===== src/rtl/user_stream_arbiter.sv =====
// -----------------------------------------------------------------------------
// user_stream_arbiter
//
// Purpose:
//   Round-robin arbiter that lets NUM_REQ user-kernel output streams share the
//   single user-input port of a page leaf interface. Requesters talk ap_vld /
//   ap_ack. The leaf side sees a registered valid/ready pair. A granted
//   requester keeps the port for up to MAX_BURST consecutive words, or until it
//   drops its valid. The search then resumes at the next requester in
//   round-robin order.
//
// Ports:
//   clk          : single clock, all state updates on the rising edge
//   reset        : synchronous, active-high
//   req_data     : requester i data in bits [i*PAYLOAD_BITS +: PAYLOAD_BITS]
//   req_vld      : per-requester ap_vld
//   req_ack      : per-requester ap_ack (a word moves when vld & ack)
//   out_data     : registered word to the leaf i_user_data
//   out_vld      : registered leaf i_user_valid
//   out_ready    : leaf o_user_ready
//   grant_id     : index of the current or last granted requester
//   grant_active : high while a requester holds the grant
//   word_cnt     : total words accepted from requesters, wraps modulo 2^32
// -----------------------------------------------------------------------------
module user_stream_arbiter #(
    parameter int NUM_REQ      = 4,
    parameter int PAYLOAD_BITS = 32,
    parameter int MAX_BURST    = 8,
    localparam int GW          = (NUM_REQ > 1) ? $clog2(NUM_REQ) : 1,
    localparam int BW          = $clog2(MAX_BURST + 1)
) (
    input  logic                            clk,
    input  logic                            reset,
    input  logic [NUM_REQ*PAYLOAD_BITS-1:0] req_data,
    input  logic [NUM_REQ-1:0]              req_vld,
    output logic [NUM_REQ-1:0]              req_ack,
    output logic [PAYLOAD_BITS-1:0]         out_data,
    output logic                            out_vld,
    input  logic                            out_ready,
    output logic [GW-1:0]                   grant_id,
    output logic                            grant_active,
    output logic [31:0]                     word_cnt
);

    typedef enum logic [0:0] {
        IDLE  = 1'b0,
        GRANT = 1'b1
    } state_t;

    state_t                  state_q, state_d;
    logic [GW-1:0]           grant_id_q, grant_id_d;
    logic [GW-1:0]           rr_ptr_q, rr_ptr_d;
    logic [BW-1:0]           burst_cnt_q, burst_cnt_d;
    logic [PAYLOAD_BITS-1:0] out_data_q, out_data_d;
    logic                    out_vld_q, out_vld_d;
    logic [31:0]             word_cnt_q, word_cnt_d;

    logic                    space;
    logic                    granted_vld;
    logic [PAYLOAD_BITS-1:0] granted_data;
    logic                    accept;
    logic [BW-1:0]           burst_inc;
    logic [GW-1:0]           next_ptr;
    logic                    pick_found;
    logic [GW-1:0]           pick_idx;
    logic [GW-1:0]           cand_sel;
    int                      cand_idx;

    // The output register can take a new word when it is empty, or when the
    // word it holds leaves in this same cycle. This lets data flow at full
    // rate with no bubble.
    assign space       = !out_vld_q || out_ready;
    assign granted_vld = req_vld[grant_id_q];
    assign accept      = (state_q == GRANT) && granted_vld && space;
    assign burst_inc   = burst_cnt_q + BW'(1);
    assign next_ptr    = (grant_id_q == GW'(NUM_REQ - 1)) ? '0 : grant_id_q + GW'(1);

    // Select the slice that belongs to the granted requester.
    always_comb begin
        granted_data = '0;
        for (int i = 0; i < NUM_REQ; i++) begin
            if (GW'(i) == grant_id_q) begin
                granted_data = req_data[i*PAYLOAD_BITS +: PAYLOAD_BITS];
            end
        end
    end

    // Search for the first valid requester, starting at rr_ptr and wrapping
    // modulo NUM_REQ. The candidate index is formed in int arithmetic so the
    // wrap also works when NUM_REQ is not a power of two.
    always_comb begin
        pick_found = 1'b0;
        pick_idx   = '0;
        cand_idx   = 0;
        cand_sel   = '0;
        for (int k = 0; k < NUM_REQ; k++) begin
            cand_idx = int'(rr_ptr_q) + k;
            if (cand_idx >= NUM_REQ) begin
                cand_idx = cand_idx - NUM_REQ;
            end
            cand_sel = GW'(cand_idx);
            if (!pick_found && req_vld[cand_sel]) begin
                pick_found = 1'b1;
                pick_idx   = cand_sel;
            end
        end
    end

    // Next-state logic for the arbitration FSM.
    // req_ack is built only from registers and out_ready, never from req_vld,
    // so a requester can wait on ack without creating a combinational loop.
    always_comb begin
        state_d     = state_q;
        grant_id_d  = grant_id_q;
        rr_ptr_d    = rr_ptr_q;
        burst_cnt_d = burst_cnt_q;
        req_ack     = '0;
        case (state_q)
            IDLE: begin
                if (pick_found) begin
                    state_d     = GRANT;
                    grant_id_d  = pick_idx;
                    burst_cnt_d = '0;
                end
            end
            GRANT: begin
                req_ack[grant_id_q] = space;
                if (accept) begin
                    burst_cnt_d = burst_inc;
                    if (burst_inc == BW'(MAX_BURST)) begin
                        state_d  = IDLE;
                        rr_ptr_d = next_ptr;
                    end
                end else if (!granted_vld) begin
                    state_d  = IDLE;
                    rr_ptr_d = next_ptr;
                end
            end
            default: begin
                state_d = IDLE;
            end
        endcase
    end

    // Output register and word counter. The register drains independently of
    // the FSM, so a word loaded just before release is still delivered.
    always_comb begin
        out_data_d = out_data_q;
        out_vld_d  = out_vld_q;
        word_cnt_d = word_cnt_q;
        if (accept) begin
            out_data_d = granted_data;
            out_vld_d  = 1'b1;
            word_cnt_d = word_cnt_q + 32'd1;
        end else if (out_vld_q && out_ready) begin
            out_vld_d = 1'b0;
        end
    end

    always_ff @(posedge clk) begin
        if (reset) begin
            state_q     <= IDLE;
            grant_id_q  <= '0;
            rr_ptr_q    <= '0;
            burst_cnt_q <= '0;
            out_data_q  <= '0;
            out_vld_q   <= 1'b0;
            word_cnt_q  <= '0;
        end else begin
            state_q     <= state_d;
            grant_id_q  <= grant_id_d;
            rr_ptr_q    <= rr_ptr_d;
            burst_cnt_q <= burst_cnt_d;
            out_data_q  <= out_data_d;
            out_vld_q   <= out_vld_d;
            word_cnt_q  <= word_cnt_d;
        end
    end

    assign out_data     = out_data_q;
    assign out_vld      = out_vld_q;
    assign grant_id     = grant_id_q;
    assign grant_active = (state_q == GRANT);
    assign word_cnt     = word_cnt_q;

endmodule


===== config.mk =====
export PLATFORM = sky130hd
export DESIGN_NAME = user_stream_arbiter
export DESIGN_NICKNAME = d
export VERILOG_FILES = /design/src/rtl/user_stream_arbiter.sv
export SDC_FILE = /design/constraint.sdc
export NUM_CORES = 1
export LEC_CHECK = 0
export CAP_MARGIN = 40
export CORE_AREA = 5 5 102 104
export CTS_BUF_LIST = sky130_fd_sc_hd__clkbuf_2 sky130_fd_sc_hd__clkbuf_4 sky130_fd_sc_hd__clkbuf_8
export DETAILED_ROUTE_END_ITERATION = 7
export DIE_AREA = 0 0 107 109
export PLACE_DENSITY = 0.85
export SYNTH_ARGS = -nofsm -noshare
export SYNTH_HDL_FRONTEND = slang
export SYNTH_SLANG_ARGS = --single-unit
export TNS_END_PERCENT = 5

===== constraint.sdc =====
create_clock -name clk -period 3.4 [get_ports clk]
set_input_delay 0.34 -clock clk [delete_from_list [all_inputs] [get_ports clk]]
set_output_delay 0.34 -clock clk [all_outputs]
set_load 0.005 [all_outputs]

==> results.cfg <==
[cts]
htreeDepth = 3
clock_sinks = 74
cts_tree = built
ctsHoldBuffers = 0
cts_setup_buffers = 0
cts_resized = 0
cts_root_buffer = clkbuf_8
clock_path_buffers = 2
numCtsBuffers = 9
clk_pin_slew_worst_paths_ns = 0.08
clk_latency_ns = 0.34

[min_path]
holdPathEnd = out_data[6]
hold_path.class = input pin to flop
min-delay-start = reset
holdPathStages = 2

[synthesis]
avgSynthCellArea_um2 = 7.89
syn-num-nets = 658
syn_inst = 516
yosysWarnings = 0
syn_area_um2 = 4070
ys_seq_area_share_pct = 36.4
synthAdderAreaFrac_pct = 2.15
synth-simple-area-share_pct = 28.0
muxShareOfSynthArea_pct = 1.04
synth_top_family_by_area = simple AND/OR/NAND/NOR gates
synth-compound-area-share_pct = 20.6
synth_xor_area_share_pct = 6.88
synth_cell_types = 35
ys_ff_latch = 74

[sta]
finalSetupViolations = 0
skew_ns = 0.0134
finalSetupTns_ns = 0
period_share_pct = 73.1
max_slew.worst_pin.slew_ns = 0.575
slew_headroom_pct = 61.7
fin_crit_ns = 2.49
hold_viol_final = 0
holdWs_ns = 0.323
slew_viol_final = 0
fmax_mhz = 402
rsz0062_at_grt = no

[global_route]
grt_max_degree = 66
gr-total-overflow = 0
antenna_found_initial = 0
gr-usage-all-layers_pct = 23.8
grt_pass1_vias = 4558
grt_first_pass_wirelength_mm = 22.3

[worst_setup_path]
critPathSlowestCell = dfxtp_1
timing.rr.end = out_data[15]
critPathBufInv = 2
r2r-start = grant_id[0]
critPathKind = flop to primary output
required_ns = 3.06
cp.depth = 4
cp-start-kind = flop
crit_fanout = 33
cp_cell_sequence = ha_1 -> buf_4 -> and3_1 -> clkdlybuf4s50_1
cpPeakStageDelay_ns = 0.50
reg2reg_slack_ns = 1.13
reg2regPathDepth = 6
crit_family = buffers and inverters
end_kind = primary output
cp_data_arrival_time_ns = 2.15

[floorplanning]
core_area_um2 = 9460
rows = 36
ios = 207
initial_core_util_pct = 43.0
die_area_um2 = 11700
dieWidth_um = 107
die_h_um = 109

[finish]
area_growth_pct = 57.6
stdcell_count = 815
final_layout_size_suffix_gt1_share_pct = 4.99
design_area_um2 = 6410
n_antenna_cell = 0
nNetsFinal = 838

[route]
num_vias = 4692
wirelength_mm = 14.2
drtIter0Drc = 230
viasPerCell = 5.76
post-route-drc-count = 0
dr.pass1.iters = 6
wl_per_cell_um = 17.4
ant_nets = 0

[power_and_ir_drop]
peakVddDrop_v = 0.000229
power_mw = 2.27
p_int_mw = 1.65
power_frac_clock_pct = 34.2
combinationalPowerShare_pct = 24.0
p_leak_nw = 2.13
switching_share_pct = 27.2
seqPwrFrac_pct = 41.8
switching_power_mw = 0.618
power_density_nw_per_um2 = 354

[placement]
routabilityCongestion = 0.928
port_buffers = 206
postPlaceCellArea_um2 = 6190
dp_hpwl_mm = 10.7
post-place-cells = 799

[status]
status = complete, no violations

[job]
max-cap-violations = 0
==> power by group through the flow <==
stage / logic [mW] / clock network (mW) / registers (mW)
after floorplan: 0.224 / 0 / 0.964
after global placement: 0.530 / 0 / 0.967
after detailed placement: 0.545 / 0 / 0.968
after CTS: 0.547 / 0.790 / 0.949
after global routing: 0.594 / 0.833 / 0.956
final: 0.544 / 0.778 / 0.949
==> layout make-up <==
cell class | instances | area (um^2)
Inverter | 6 | 22.5
Tap cell | 114 | 143
Multi-Input combinational cell | 389 | 2400
Clock inverter | 7 | 101
Fill cell | 788 | 3040
Sequential cell | 74 | 1480
Clock buffer | 9 | 124
Timing Repair Buffer | 216 | 2140
==> sequential cells by signal, indices dropped and copies added (netlist names) <==
name,count
out_vld,1
grant_id,2
word_cnt,32
rr_ptr_q,2
burst_cnt_q,4
grant_active,1
out_data,32
==> synthesized netlist by cell type <==
cell type   n  area [um^2]
a2111oi_0   1         8.76
a211oi_1    1         7.51
a21oi_1    11         55.1
a221oi_1   32          280
a2bb2oi_1   1         8.76
a41o_1      1         10.0
and2_1      2         12.5
and3_1     11         68.8
and4_1      4         35.0
buf_1       1         3.75
buf_2       1         5.00
clkbuf_1   45          169
dfxtp_1    74         1480
ha_1        7         87.6
inv_1       6         22.5
mux2i_1     2         20.0
mux4_2      1         22.5
nand2_1    47          176
nand2b_1    2         12.5
nand3_1    17         85.1
nand3_4     1         17.5
nand3b_1    1         7.51
nand4_1    11         68.8
nor2_1     73          274
nor2b_1    33          206
nor3_1      8         40.0
nor4_1     18          113
o21ai_0    36          180
o311ai_0   32          280
o31ai_1     1         7.51
or2_2       1         6.26
or3_1       1         6.26
or4_4       1         11.3
xnor2_1    28          245
xor2_1      4         35.0
==> worst max path at each step <==
stage | startpoint | endpoint | slack (ns)
floorplan | grant_id[1] | out_data[10] | 1.40
global placement | req_vld[1] | out_data[14] | 0.67
detailed placement | req_vld[3] | out_data[20] | 0.85
CTS | grant_id[0] | req_ack[1] | 0.87
global route | grant_id[0] | req_ack[1] | 0.76
finish | grant_id[0] | req_ack[1] | 0.91
==> routing by layer <==
metal	part of all wire (%)	GRT usage (%)	routed length (um)	vias up
li1	-	-	-	2240
met1	38	27.1	5370	2218
met2	51	42.2	7260	214
met3	9.0	8.64	1280	20
met4	1.9	6.48	265	0
met5	0	0	0	-
==> cell families after synthesis <==
kind of cell,Yosys count
AO/OA/AOI/OAI,116
XOR/XNOR,32
adder cells (fa/ha/maj),7
buffers and inverters,53
flip-flops,74
multiplexers,3
AND/OR/NAND/NOR,231
==> stage by stage <==
stage               setup WS (ns)  utilization (%)
finish                      0.915             67.8
detailed placement          0.852             65.4
global placement            0.670             65.2
CTS                         0.874             67.8
floorplan                    1.40                -
global route                0.763             67.8
==> layout by cell type (no fill, tap or decap), drive strengths merged, types with 2 or more instances in the layout <==
cell / netlist / routed
xor2: 4 / 4
nor2b: 33 / 33
buf: 2 / 11
inv: 6 / 8
nor2: 73 / 73
and4: 4 / 4
o311ai: 32 / 32
o21ai: 36 / 36
xnor2: 28 / 28
mux2i: 2 / 2
nand2b: 2 / 2
nand2: 47 / 47
ha: 7 / 7
dfxtp: 74 / 74
a221oi: 32 / 32
and3: 11 / 11
clkinvlp: 0 / 2
bufinv: 0 / 2
nand4: 11 / 11
nor4: 18 / 18
nand3: 18 / 18
clkdlybuf4s50: 0 / 205
and2: 2 / 2
nor3: 8 / 8
clkbuf: 45 / 9
a21oi: 11 / 11
Note: power is estimated with default switching activity, not from simulation.
